`src/rtl/mmu_output_deskew.sv`:
```
// Purpose : re-align the skewed accumulator lanes of the systolic array into one
//           SIZE-lane result row per cycle, with valid strobe, row index and done pulse.
// Latency : row r of a job started on edge 0 is presented after edge FIRST_LAT+SIZE+r;
//           done pulses one cycle after the last row.
// Backpressure: none. The consumer must take every row as it is presented.
//
// Optional feature: define RELU_EN to clamp negative lanes to zero at the output
// register. Latency is the same with or without it.
//
// Ports:
//   clk, rst_n   rising-edge clock, asynchronous active-low reset
//   start        1-cycle job start pulse, same edge the array gets its first activation row
//   num_rows     number of result rows in the job, sampled on the start edge
//   acc_out      skewed accumulator lanes, lane j = [ACC_W*(j+1)-1 -: ACC_W]
//   out_vec      aligned result row, same lane packing as acc_out
//   out_valid    out_vec / out_index valid this cycle
//   out_index    0-based row number of out_vec
//   busy         job in progress (waiting for row 0 or streaming rows)
//   done         1-cycle pulse after the last row
module mmu_output_deskew #(
    parameter int SIZE      = 4,
    parameter int ACC_W     = 32,
    parameter int FIRST_LAT = 2,
    parameter int ROW_W     = 16
) (
    input  logic                  clk,
    input  logic                  rst_n,
    input  logic                  start,
    input  logic [ROW_W-1:0]      num_rows,
    input  logic [ACC_W*SIZE-1:0] acc_out,
    output logic [ACC_W*SIZE-1:0] out_vec,
    output logic                  out_valid,
    output logic [ROW_W-1:0]      out_index,
    output logic                  busy,
    output logic                  done
);

    // Cycles spent in WAIT. The counter is loaded on the start edge and the FSM
    // enters STREAM on the edge where it reaches zero, so the first STREAM edge
    // (which registers row 0) lands on FIRST_LAT+SIZE.
    localparam int WAIT_INIT = FIRST_LAT + SIZE - 1;
    localparam int WCNT_W    = (WAIT_INIT < 2) ? 1 : $clog2(WAIT_INIT + 1);
    localparam int VEC_W     = ACC_W * SIZE;

    localparam logic [1:0] ST_IDLE   = 2'd0;
    localparam logic [1:0] ST_WAIT   = 2'd1;
    localparam logic [1:0] ST_STREAM = 2'd2;
    localparam logic [1:0] ST_DONE   = 2'd3;

    // ------------------------------------------------------------------
    // Deskew delay lines
    // ------------------------------------------------------------------
    // Lane j arrives j cycles after lane 0, so it is delayed by SIZE-1-j
    // stages; lane SIZE-1 goes straight through. The stages shift every
    // cycle whatever the FSM is doing, so they are always primed by the
    // time a row becomes valid.
    logic [VEC_W-1:0] aligned;   // all lanes of one row, time-aligned
    logic [VEC_W-1:0] shaped;    // aligned row after optional ReLU

    for (genvar j = 0; j < SIZE; j++) begin : g_lane
        localparam int DEPTH = SIZE - 1 - j;

        logic [ACC_W-1:0] lane_in;
        logic [ACC_W-1:0] lane_al;

        assign lane_in = acc_out[ACC_W*(j+1)-1 -: ACC_W];

        if (DEPTH == 0) begin : g_thru
            assign lane_al = lane_in;
        end else begin : g_dly
            logic [ACC_W-1:0] dly_q [DEPTH];
            logic [ACC_W-1:0] dly_d [DEPTH];

            always_comb begin
                dly_d[0] = lane_in;
                for (int k = 1; k < DEPTH; k++) begin
                    dly_d[k] = dly_q[k-1];
                end
            end

            always_ff @(posedge clk or negedge rst_n) begin
                if (!rst_n) begin
                    for (int k = 0; k < DEPTH; k++) begin
                        dly_q[k] <= '0;
                    end
                end else begin
                    for (int k = 0; k < DEPTH; k++) begin
                        dly_q[k] <= dly_d[k];
                    end
                end
            end

            assign lane_al = dly_q[DEPTH-1];
        end

        assign aligned[ACC_W*(j+1)-1 -: ACC_W] = lane_al;

`ifdef RELU_EN
        // Negative accumulators (MSB set) become zero for the next layer.
        assign shaped[ACC_W*(j+1)-1 -: ACC_W] = lane_al[ACC_W-1] ? '0 : lane_al;
`else
        assign shaped[ACC_W*(j+1)-1 -: ACC_W] = lane_al;
`endif
    end

    // ------------------------------------------------------------------
    // Sequencing FSM and output register
    // ------------------------------------------------------------------
    logic [1:0]       state_q,     state_d;
    logic [WCNT_W-1:0] wcnt_q,     wcnt_d;
    logic [ROW_W-1:0] num_rows_q,  num_rows_d;
    logic [ROW_W-1:0] row_cnt_q,   row_cnt_d;
    logic [VEC_W-1:0] out_vec_q,   out_vec_d;
    logic             out_valid_q, out_valid_d;
    logic [ROW_W-1:0] out_index_q, out_index_d;
    logic             done_q,      done_d;
    logic             last_row;

    // Compared one bit wider so num_rows = 2^ROW_W-1 cannot alias.
    assign last_row = ({1'b0, row_cnt_q} + 1'b1) == {1'b0, num_rows_q};

    always_comb begin
        state_d     = state_q;
        wcnt_d      = wcnt_q;
        num_rows_d  = num_rows_q;
        row_cnt_d   = row_cnt_q;
        out_vec_d   = out_vec_q;     // vector and index hold between rows
        out_index_d = out_index_q;
        out_valid_d = 1'b0;
        done_d      = 1'b0;

        case (state_q)
            ST_IDLE: begin
                if (start) begin
                    num_rows_d = num_rows;
                    row_cnt_d  = '0;
                    wcnt_d     = WCNT_W'(WAIT_INIT);
                    // An empty job skips straight to the done pulse.
                    state_d    = (num_rows == '0) ? ST_DONE : ST_WAIT;
                end
            end

            ST_WAIT: begin
                wcnt_d = wcnt_q - 1'b1;
                if (wcnt_q == WCNT_W'(1)) begin
                    state_d = ST_STREAM;
                end
            end

            ST_STREAM: begin
                out_valid_d = 1'b1;
                out_vec_d   = shaped;
                out_index_d = row_cnt_q;
                row_cnt_d   = row_cnt_q + 1'b1;
                if (last_row) begin
                    state_d = ST_DONE;
                end
            end

            ST_DONE: begin
                // A start arriving here is dropped, not queued.
                done_d  = 1'b1;
                state_d = ST_IDLE;
            end

            default: begin
                state_d = ST_IDLE;
            end
        endcase
    end

    always_ff @(posedge clk or negedge rst_n) begin
        if (!rst_n) begin
            state_q     <= ST_IDLE;
            wcnt_q      <= '0;
            num_rows_q  <= '0;
            row_cnt_q   <= '0;
            out_vec_q   <= '0;
            out_valid_q <= 1'b0;
            out_index_q <= '0;
            done_q      <= 1'b0;
        end else begin
            state_q     <= state_d;
            wcnt_q      <= wcnt_d;
            num_rows_q  <= num_rows_d;
            row_cnt_q   <= row_cnt_d;
            out_vec_q   <= out_vec_d;
            out_valid_q <= out_valid_d;
            out_index_q <= out_index_d;
            done_q      <= done_d;
        end
    end

    assign out_vec   = out_vec_q;
    assign out_valid = out_valid_q;
    assign out_index = out_index_q;
    assign done      = done_q;
    assign busy      = (state_q == ST_WAIT) || (state_q == ST_STREAM);

endmodule

```
`config.mk`:
```
export PLATFORM = sky130hd
export DESIGN_NAME = mmu_output_deskew
export DESIGN_NICKNAME = d
export VERILOG_FILES = /design/src/rtl/mmu_output_deskew.sv
export SDC_FILE = /design/constraint.sdc
export NUM_CORES = 1
export LEC_CHECK = 0
export CAP_MARGIN = 20
export CORE_ASPECT_RATIO = 0.7
export CORE_MARGIN = 5
export CORE_UTILIZATION = 45
export CTS_BUF_LIST = sky130_fd_sc_hd__clkbuf_8
export DETAILED_ROUTE_END_ITERATION = 10
export PLACE_DENSITY = 0.83
export SYNTH_ARGS = -nofsm -noshare
export SYNTH_HDL_FRONTEND = slang
export SYNTH_SLANG_ARGS = --single-unit
```
`constraint.sdc`:
```
create_clock -name clk -period 2.8 [get_ports clk]
set_input_delay 0.84 -clock clk [delete_from_list [all_inputs] [get_ports clk]]
set_output_delay 0.84 -clock clk [all_outputs]
set_load 0.005 [all_outputs]
```
# Word-level counts from Yosys, hierarchy flattened
# Index checks and enable logic that the tools add are counted.
# op_classes
n_addsub	3
n_mux	11
reduce_logical	9
n_eq_ne	8
# op_table
op	count
case mux 16 bit (2 select lines)	1
adder 16 x 1 -> 17 bit, second input constant	1
== test 17 x 16 -> 1 bit	1
adder 16 x 1 -> 16 bit, second input constant	1
logical NOT 16 bit	1
2-to-1 mux 16 bit	1
2-to-1 mux 2 bit	4
case mux 2 bit (4 select lines)	1
!= test 2 bit, second input constant	3
case mux 3 bit (2 select lines)	1
AND reduction 2 bit	3
== test 2 bit, second input constant	2
nonzero test 2 bit	2
== test 3 x 1 -> 1 bit, second input constant	1
2-to-1 mux 3 bit	1
AND reduction 3 bit	1
subtractor 3 x 1 -> 3 bit, second input constant	1
== test 2 x 1 -> 1 bit, second input constant	1
logical NOT 2 bit	1
2-to-1 mux 1 bit	2
logical OR 1 bit	1
# word_totals
ff_bits	375
elab_cells	45
out_inout_bits	147

# Logic depth before layout (Yosys ltp)
# Gate-level depths: netlist of run 1.
# depth
word_depth	4
ltp_mapped	9

# Worst setup path before layout of run 1
# Ideal clock, no wire load.
# synth_path
kind	register -> register
startpoint	register row_cnt_q[1]
endpoint	register state_q[1]
arrival_ps	2854
setup_ps	132
stages_incl_launch_ff	9
setup_slack_ps	-186
path_buffers	1
cell_sequence	dfrtp_1 -> ha_1 -> nand3_2 -> or4_1 -> buf_2 -> o311a_1 -> or4_4 -> o311ai_1 -> or3b_1
# synth_via
elab_chain_len	4
# synth_lines
item	line_no	text
from (decl)	112	logic [ROW_W-1:0] row_cnt_q, row_cnt_d;
from (signal assigned)	186	row_cnt_q <= row_cnt_d;
adder 16 x 1 -> 17 bit	120	assign last_row = ({1'b0, row_cnt_q} + 1'b1) == {1'b0, num_rows_q};
== test 17 x 16 -> 1 bit	120	
!= test 2 bit (no line)	n/a	
AND reduction 3 bit (no line)	n/a	
to (signal assigned)	183	state_q <= state_d;
to (decl)	109	logic [1:0] state_q, state_d;
# Every way passes these cells.
# A chain may end at the register's enable or synchronous reset.

# Final worst setup path of run 1
# layout_path
startpoint	register row_cnt_q[0]
endpoint	register state_q[1]
# Same word-level chain as after synthesis.

==> qor.txt, run 1 <==
Die Area -> 31300 um^2
Placeable core region -> 27600 um^2
Clock network fraction of design power -> 39.2%
Clock slew at the register clock pins of the worst setup and hold paths -> 0.06 ns
Fraction of registers with async set/reset -> 100%
Count of boundary I/O pins -> 294
Pwr Density -> 611 nW/um^2
Count of endpoints failing hold in the final timing report -> 0
Total iterations of the first detailed-routing run -> 7
Post-detailed-route count of antenna-violating nets -> 0
Cell-internal power -> 8230 uW
Post-Route Skew -> 0.0286 ns
Netlist cell types -> 49
Placed insts -> 1423
Chip height -> 150 um
Rows -> 51
Max-cap violations -> 0
Peak VDD IR -> 0.519 mV
Status -> finished, final reports clean
Critical path class -> reg -> reg
Final slew viol count -> 0
Die Width -> 209 um
Detail-routed via count per cell -> 4.89
Number of design rule violations left after detail routing -> 0
Detail Placement HPWL -> 19.6 mm
Data arrival time of the critical path -> 3.22 ns
Total wire length -> 28.4 mm
Level count of the clock H-tree -> 2
Worst min-delay path category -> in -> async
Diodes inserted -> 0
Later-pin clock latency in the skew report -> 0.60 ns
Required time of the critical path -> 3.26 ns
Switching component of the power -> 2290 uW
Switching fraction of total power -> 21.8%
Iter 0 DRT Violations -> 417
Number of input and output port buffers inserted -> 293
Wire length of the first global-routing pass -> 45.0 mm
Unrepaired setup endpoints after global routing -> true
Minimum setup slack among reg-to-reg paths -> 0.04 ns
Clock Sink Count -> 375
Largest driver fanout on the critical path -> 3
Buffers from clock root to sink, at most -> 3
Number of storage elements in the synthesis netlist -> 375
Post-Syn Nets -> 910
Pin count of the biggest net entering global routing -> 79
Category of the worst setup path launch point -> flip-flop
Capturing element type of the critical path -> flip-flop
Final Non-Filler Cells -> 1515
Total standard cell area after synthesis -> 12500 um^2
Final global-route overflow total -> 0
Hold buffers post-CTS -> 0
CTS Buf Count -> 54
Total via count after detailed routing -> 7411
Reg power frac -> 54.6%
Number of flops mapped to enable cells by yosys -> 0
Effective utilization at floorplan -> 45.3%
Placed Instance Area -> 16200 um^2
Max frequency -> 362 MHz
Slew margin rel. -> 49.7%
Fraction of final layout cells with drive strength greater than 1 -> 24.7%
Final GP Congestion -> 0.950
Buffer type at the clock tree root -> sky130_fd_sc_hd__clkbuf_8
Relative contribution of combinational cells to total power -> 6.2%
Timing endpoint of the critical path -> state_q[1]
Final #Nets -> 1264
Final period utilization -> 98.6%
Min Clock Period, post-route -> 2.76 ns
Synthesized area per cell -> 16.6 um^2
Yosys warning total -> 0
Worst-margin pin slew -> 0.734 ns
Setup crit start -> row_cnt_q[0]
Worst reg2reg path depth -> 7
Proportion of synthesized chip area in sequential cells -> 75.0%
Average routed wire per standard cell -> 18.7 um
Final core area utilization -> 62.4%
Number of global-route vias before repair -> 8144
Number of endpoints failing setup at the final stage -> 0
Worst reg2reg startpoint -> row_cnt_q[0]
Synth Instances -> 756
Area of all placed cells without fillers -> 17200 um^2
Layout overhead on the synthesized area -> 37.7%
Terminus of the critical flop-to-flop path -> state_q[1]
Static Leak -> 0.00759 uW
Most used DFF post-synth -> sky130_fd_sc_hd__dfrtp_1
TritonCTS clock tree -> done
Overall global routing resource usage -> 18.2%
Antenna violations before repair -> 0
==> layout make-up <==
class | instances | area, um^2
well taps | 371 | 464
fillers | 1946 | 10400
clock inverters | 30 | 201
flip-flops and latches | 375 | 9390
repair buffers | 332 | 3320
inverters | 11 | 41.3
clock buffers | 60 | 826
multi-input cells | 336 | 3000
==> placed cells by master, fill, tap and decap left out, types with 16 or more instances in the layout <==
cell                              Yosys  layout
sky130_fd_sc_hd__mux2_2             160     160
sky130_fd_sc_hd__dfrtp_1            375     374
sky130_fd_sc_hd__buf_4                2      32
sky130_fd_sc_hd__inv_1               11      30
sky130_fd_sc_hd__clkdlybuf4s50_1      0     292
sky130_fd_sc_hd__nand2_1             18      18
sky130_fd_sc_hd__nor2_1              16      16
sky130_fd_sc_hd__o21ai_0             26      26
sky130_fd_sc_hd__clkbuf_8             0      60
==> layer usage <==
| metal | global-route usage (%) | wire length (um) |
|---|---|---|
| met4 | 4.70 | 513 |
| met5 | 0 | 0 |
| met1 | 23.9 | 11500 |
| met3 | 7.50 | 2920 |
| met2 | 28.5 | 13500 |
==> synthesized netlist by cell type (3+ instances only) <==
cell type | count | area [um^2]
sky130_fd_sc_hd__a21o_1 | 3 | 22.5
sky130_fd_sc_hd__a21oi_1 | 10 | 50.1
sky130_fd_sc_hd__a31oi_1 | 3 | 18.8
sky130_fd_sc_hd__and3_1 | 5 | 31.3
sky130_fd_sc_hd__buf_2 | 5 | 25.0
sky130_fd_sc_hd__clkbuf_1 | 25 | 93.8
sky130_fd_sc_hd__dfrtp_1 | 375 | 9380
sky130_fd_sc_hd__ha_1 | 7 | 87.6
sky130_fd_sc_hd__inv_1 | 11 | 41.3
sky130_fd_sc_hd__mux2_2 | 160 | 1800
sky130_fd_sc_hd__nand2_1 | 18 | 67.6
sky130_fd_sc_hd__nand3_1 | 8 | 40.0
sky130_fd_sc_hd__nand4_1 | 6 | 37.5
sky130_fd_sc_hd__nor2_1 | 16 | 60.1
sky130_fd_sc_hd__nor4_1 | 8 | 50.1
sky130_fd_sc_hd__o211ai_1 | 3 | 22.5
sky130_fd_sc_hd__o21ai_0 | 26 | 130
sky130_fd_sc_hd__o31ai_1 | 5 | 37.5
sky130_fd_sc_hd__o41ai_1 | 3 | 26.3
sky130_fd_sc_hd__or3_1 | 3 | 18.8
sky130_fd_sc_hd__xnor2_1 | 9 | 78.8
sky130_fd_sc_hd__xor2_1 | 10 | 87.6
==> metrics by stage <==
step / worst slack (ns) / power [uW] / TNS [ns] / hold WS, ns
floorplan: 0.0198 / 5910 / 0 / 0.331
global placement: 0.0510 / 6480 / 0 / 0.331
detailed placement: 0.0187 / 6510 / 0 / 0.335
CTS: 0.0134 / 10700 / 0 / 0.197
global route: -0.0173 / 11000 / -0.0173 / 0.220
finish: 0.0384 / 10500 / 0 / 0.195
==> critical path, cell delays in order (launching register included) <==
cell and delay [ns]:
sky130_fd_sc_hd__dfrtp_1 0.38, sky130_fd_sc_hd__ha_4 0.16, sky130_fd_sc_hd__nand3_4 0.08, sky130_fd_sc_hd__or4_4 0.57, sky130_fd_sc_hd__o311a_1 0.31, sky130_fd_sc_hd__or4_4 0.50
sky130_fd_sc_hd__o311ai_1 0.24, sky130_fd_sc_hd__or3b_1 0.39
==> worst min-delay path by stage <==
| stage | from | to | slack (ns) | cells after the start |
|---|---|---|---|---|
| 5_1_grt | rst_n | num_rows_q[7] | 0.22 | 1 |
| 6_report | rst_n | num_rows_q[7] | 0.20 | 1 |
| 3_5_place_dp | g_lane[0].g_dly.dly_d[44] | g_lane[0].g_dly.dly_d[12] | 0.33 | 0 |
| 4_1_cts | rst_n | num_rows_q[7] | 0.20 | 1 |
| 2_1_floorplan | g_lane[0].g_dly.dly_d[32] | g_lane[0].g_dly.dly_d[0] | 0.33 | 0 |
| 3_3_place_gp | g_lane[1].g_dly.dly_d[28] | g_lane[1].lane_al[28] | 0.33 | 0 |
==> power groups by stage <==
stage | logic [uW] | registers (uW) | clock network (uW)
after floorplan | 84.5 | 5830 | 0
after global placement | 655 | 5820 | 0
after detailed placement | 667 | 5840 | 0
after CTS | 672 | 5750 | 4280
after global routing | 714 | 5770 | 4510
final | 655 | 5740 | 4130
==> state kept, by name, indices dropped and copies added, names as in the netlist <==
register	cells
out_valid	1
row_cnt_q	16
out_index	16
wcnt_q	3
out_vec	128
g_lane.g_dly.dly_q	32
num_rows_q	16
g_lane.lane_al	64
state_q	2
done	1
g_lane.g_dly.dly_d	96
==> what timing repair did <==
action	CTS	global route
endpoints found under the setup margin	2	2
cloned	0	0
setup buffers	2	0
resized for setup	1	2
==> cell families (layout without fill, tap and decap cells) <==
family / count (synthesis) / in the layout / share of synthesized area, %
xor+xnor: 19 / 19 / 1.33
buf+inv: 45 / 433 / 1.46
flops: 375 / 375 / 75.0
mux: 161 / 161 / 14.5
compound gates: 65 / 65 / 3.26
simple gates: 84 / 84 / 3.79
fa+ha+maj: 7 / 7 / 0.700
Power figures use the tool's default switching activity.
==> run 2, diff against run 1 <==
--- a/config.mk
+++ b/config.mk
@@ -11,6 +11,7 @@
 export CORE_UTILIZATION = 45
 export CTS_BUF_LIST = sky130_fd_sc_hd__clkbuf_8
 export DETAILED_ROUTE_END_ITERATION = 10
+export GPL_TIMING_DRIVEN = 0
 export PLACE_DENSITY = 0.83
 export SYNTH_ARGS = -nofsm -noshare
 export SYNTH_HDL_FRONTEND = slang
==> run 2 against run 1 <==
The flow now finishes with violations (setup timing). Core utilization rose by 0.18 points. Power rose by 2.1%. Setup slack got worse by 0.10 ns. Critical path type unchanged. Design area rose by 0.29%. Largest power group unchanged. Via count rose by 1.7%. Sequential power barely moved.
==> qor.txt, run 2 (same netlist as run 1, synthesis figures left out) <==
Final global-route overflow total -> 0 (unchanged)
Status -> finished with violations
Die Width -> 209 um (unchanged)
Antenna violations before repair -> 1 (+1)
Total wire length -> 28.7 mm (+1.1%)
Total via count after detailed routing -> 7534 (+1.7%)
Final worst hold slack -> 0.104 ns (-0.0911 ns)
Unrepaired setup endpoints after global routing -> true
Later-pin clock latency in the skew report -> 0.60 ns (about the same)
Number of input and output port buffers inserted -> 292 (-0.34%)
Final #Nets -> 1274 (+0.79%)
Most frequent standard cell in the layout excluding fill and tap cells -> sky130_fd_sc_hd__dfrtp_1
Minimum setup slack among reg-to-reg paths -> -0.06 ns (-0.10 ns)
Number of flip-flops in the largest register -> 128 (unchanged)
Slew margin rel. -> 55.2% (+5.5 points)
Required time of the critical path -> 3.27 ns (about the same)
Placed insts -> 1422 (-0.070%)
Final period utilization -> 102% (+3.6 points)
Placeable core region -> 27600 um^2 (unchanged)
Clock Sink Count -> 375 (unchanged)
Chip height -> 150 um (unchanged)
Number of global-route vias before repair -> 8199 (+0.68%)
Worst Slack Setup Final -> -0.0633 ns (-0.102 ns)
Number of endpoints failing setup at the final stage -> 1 (+1)
Count of endpoints failing hold in the final timing report -> 0 (unchanged)
Fraction of final layout cells with drive strength greater than 1 -> 24.4% (-0.27 points)
Max frequency -> 349 MHz (-3.6%)
CTS Buf Count -> 55 (+1.9%)
Pwr Density -> 621 nW/um^2 (+1.8%)
Number of design rule violations left after detail routing -> 0 (unchanged)
Static Leak -> 0.00759 uW (about the same)
Critical path class -> reg -> reg
Detail-routed via count per cell -> 4.90 (+0.20%)
Min Clock Period, post-route -> 2.86 ns (+0.102 ns)
Largest driver fanout on the critical path -> 8 (+5)
Worst min-delay path category -> in -> async
Total iterations of the first detailed-routing run -> 6 (-1)
Pin count of the biggest net entering global routing -> 125 (+58%)
Rows -> 51 (unchanged)
Detail Placement HPWL -> 20.0 mm (+2.3%)
Peak VDD IR -> 0.612 mV (+18%)
Iter 0 DRT Violations -> 444 (+6.5%)
Area of all placed cells without fillers -> 17300 um^2 (+0.29%)
Level count of the clock H-tree -> 2 (unchanged)
Capturing element type of the critical path -> flip-flop
Power consumption -> 10700 uW (+2.1%)
Data arrival time of the critical path -> 3.33 ns (+0.11 ns)
Category of the worst setup path launch point -> flip-flop
Final core area utilization -> 62.6% (+0.18 points)
Final slew viol count -> 0 (unchanged)
Effective utilization at floorplan -> 45.3% (unchanged)
Average routed wire per standard cell -> 18.7 um (-0.32%)
Final GP Congestion -> 0.843 (-11%)
Final Non-Filler Cells -> 1537 (+1.5%)
Die Area -> 31300 um^2 (unchanged)
Wire length of the first global-routing pass -> 45.1 mm (+0.20%)
Count of boundary I/O pins -> 294 (unchanged)
Placed Instance Area -> 16000 um^2 (-1.0%)
Failing checks -> setup timing
Post-detailed-route count of antenna-violating nets -> 0 (unchanged)
Commonest cells after routing, fill and taps aside -> 373 x sky130_fd_sc_hd__dfrtp_1, 291 x sky130_fd_sc_hd__clkdlybuf4s50_1, 160 x sky130_fd_sc_hd__mux2_2
Max-cap violations -> 0 (unchanged)
Post-Route Skew -> 0.0203 ns (-0.00834 ns)
Overall global routing resource usage -> 18.1% (-0.053 points)
Layout overhead on the synthesized area -> 38.1%
Worst-margin pin slew -> 0.653 ns (-0.0806 ns)
Layout fillers -> 1966 (+1.0%)
Buffers from clock root to sink, at most -> 3 (unchanged)
Buffer type at the clock tree root -> sky130_fd_sc_hd__clkbuf_8
Clock slew at the register clock pins of the worst setup and hold paths -> 0.07 ns (about the same)
Hold buffers post-CTS -> 0 (unchanged)
TritonCTS clock tree -> done
## run 2: cell count changes in the layout (fill, tap and decap cells not counted), moves of 4 or more
cell	before	now
sky130_fd_sc_hd__clkbuf_1	0	22
sky130_fd_sc_hd__buf_4	32	14
sky130_fd_sc_hd__buf_12	7	0
sky130_fd_sc_hd__clkbuf_8	60	67
sky130_fd_sc_hd__clkinv_2	6	13
sky130_fd_sc_hd__buf_6	0	5
sky130_fd_sc_hd__clkbuf_2	0	4
## run 2: timing repair
item	in CTS	in global routing
buffers inserted	3	9
endpoints found under the setup margin	102	17
resized for setup	7	14
hold endpoints to repair	0	0
pin swaps	2	7
## run 2: metal layers
| metal | routed length (um) | track usage (%) | share of wire, % | vias to the layer above |
|---|---|---|---|---|
| met5 | 13 | 0 | 0.045 | - |
| met4 | 575 | 4.63 | 2.0 | 2 |
| met3 | 3350 | 8.42 | 12 | 56 |
| met2 | 13900 | 29.0 | 48 | 324 |
| met1 | 10800 | 22.7 | 38 | 3787 |
| li1 | - | - | - | 3365 |
## run 2: layout make-up
cell class	count	area, um^2	area share, %
Inverter	11	41.3	0.239
Clock inverter	35	208	1.20
Tap cell	371	464	2.69
Antenna cell	1	2.50	0.0145
Multi-Input combinational cell	336	2990	17.3
Buffer	34	178	1.03
Clock buffer	67	922	5.33
Sequential cell	375	9390	54.3
Timing Repair Buffer	307	3100	17.9
## run 2: where the power goes
group | switching, uW | leakage, uW | internal [uW]
Combinational | 232 | 0.00249 | 411
Clock | 2070 | 0.000656 | 2290
Sequential | 85.0 | 0.00444 | 5650
## run 2: worst paths after layout
check,start,endpoint,depth (start not counted)
min reg2reg,g_lane[0].g_dly.dly_d[59],g_lane[0].g_dly.dly_d[27],0
max,row_cnt_q[0],state_q[1],9
max reg2reg,row_cnt_q[0],state_q[1],9
max in group asynchronous,rst_n,g_lane[0].g_dly.dly_d[59],4
min in group clk,g_lane[0].g_dly.dly_d[59],g_lane[0].g_dly.dly_d[27],0
min,rst_n,out_index[0],1
## run 2: critical path: stages (launching register included)
cell	delay [ns]
sky130_fd_sc_hd__dfrtp_1	0.38
sky130_fd_sc_hd__clkbuf_1	0.34
sky130_fd_sc_hd__nand4_1	0.24
sky130_fd_sc_hd__buf_4	0.22
sky130_fd_sc_hd__nor4_2	0.40
sky130_fd_sc_hd__o21ai_0	0.15
sky130_fd_sc_hd__o21ai_0	0.14
sky130_fd_sc_hd__nand4_1	0.22
sky130_fd_sc_hd__o311ai_2	0.30
sky130_fd_sc_hd__or3b_1	0.36
## run 2: stage by stage
stage          setup TNS [ns]  worst slack [ns]
2_1_floorplan               0            0.0198
3_3_place_gp         -5539.25            -16.07
3_5_place_dp            -9.98            -0.181
4_1_cts               -0.0740           -0.0740
5_1_grt               -0.0999           -0.0999
6_report              -0.0633           -0.0633
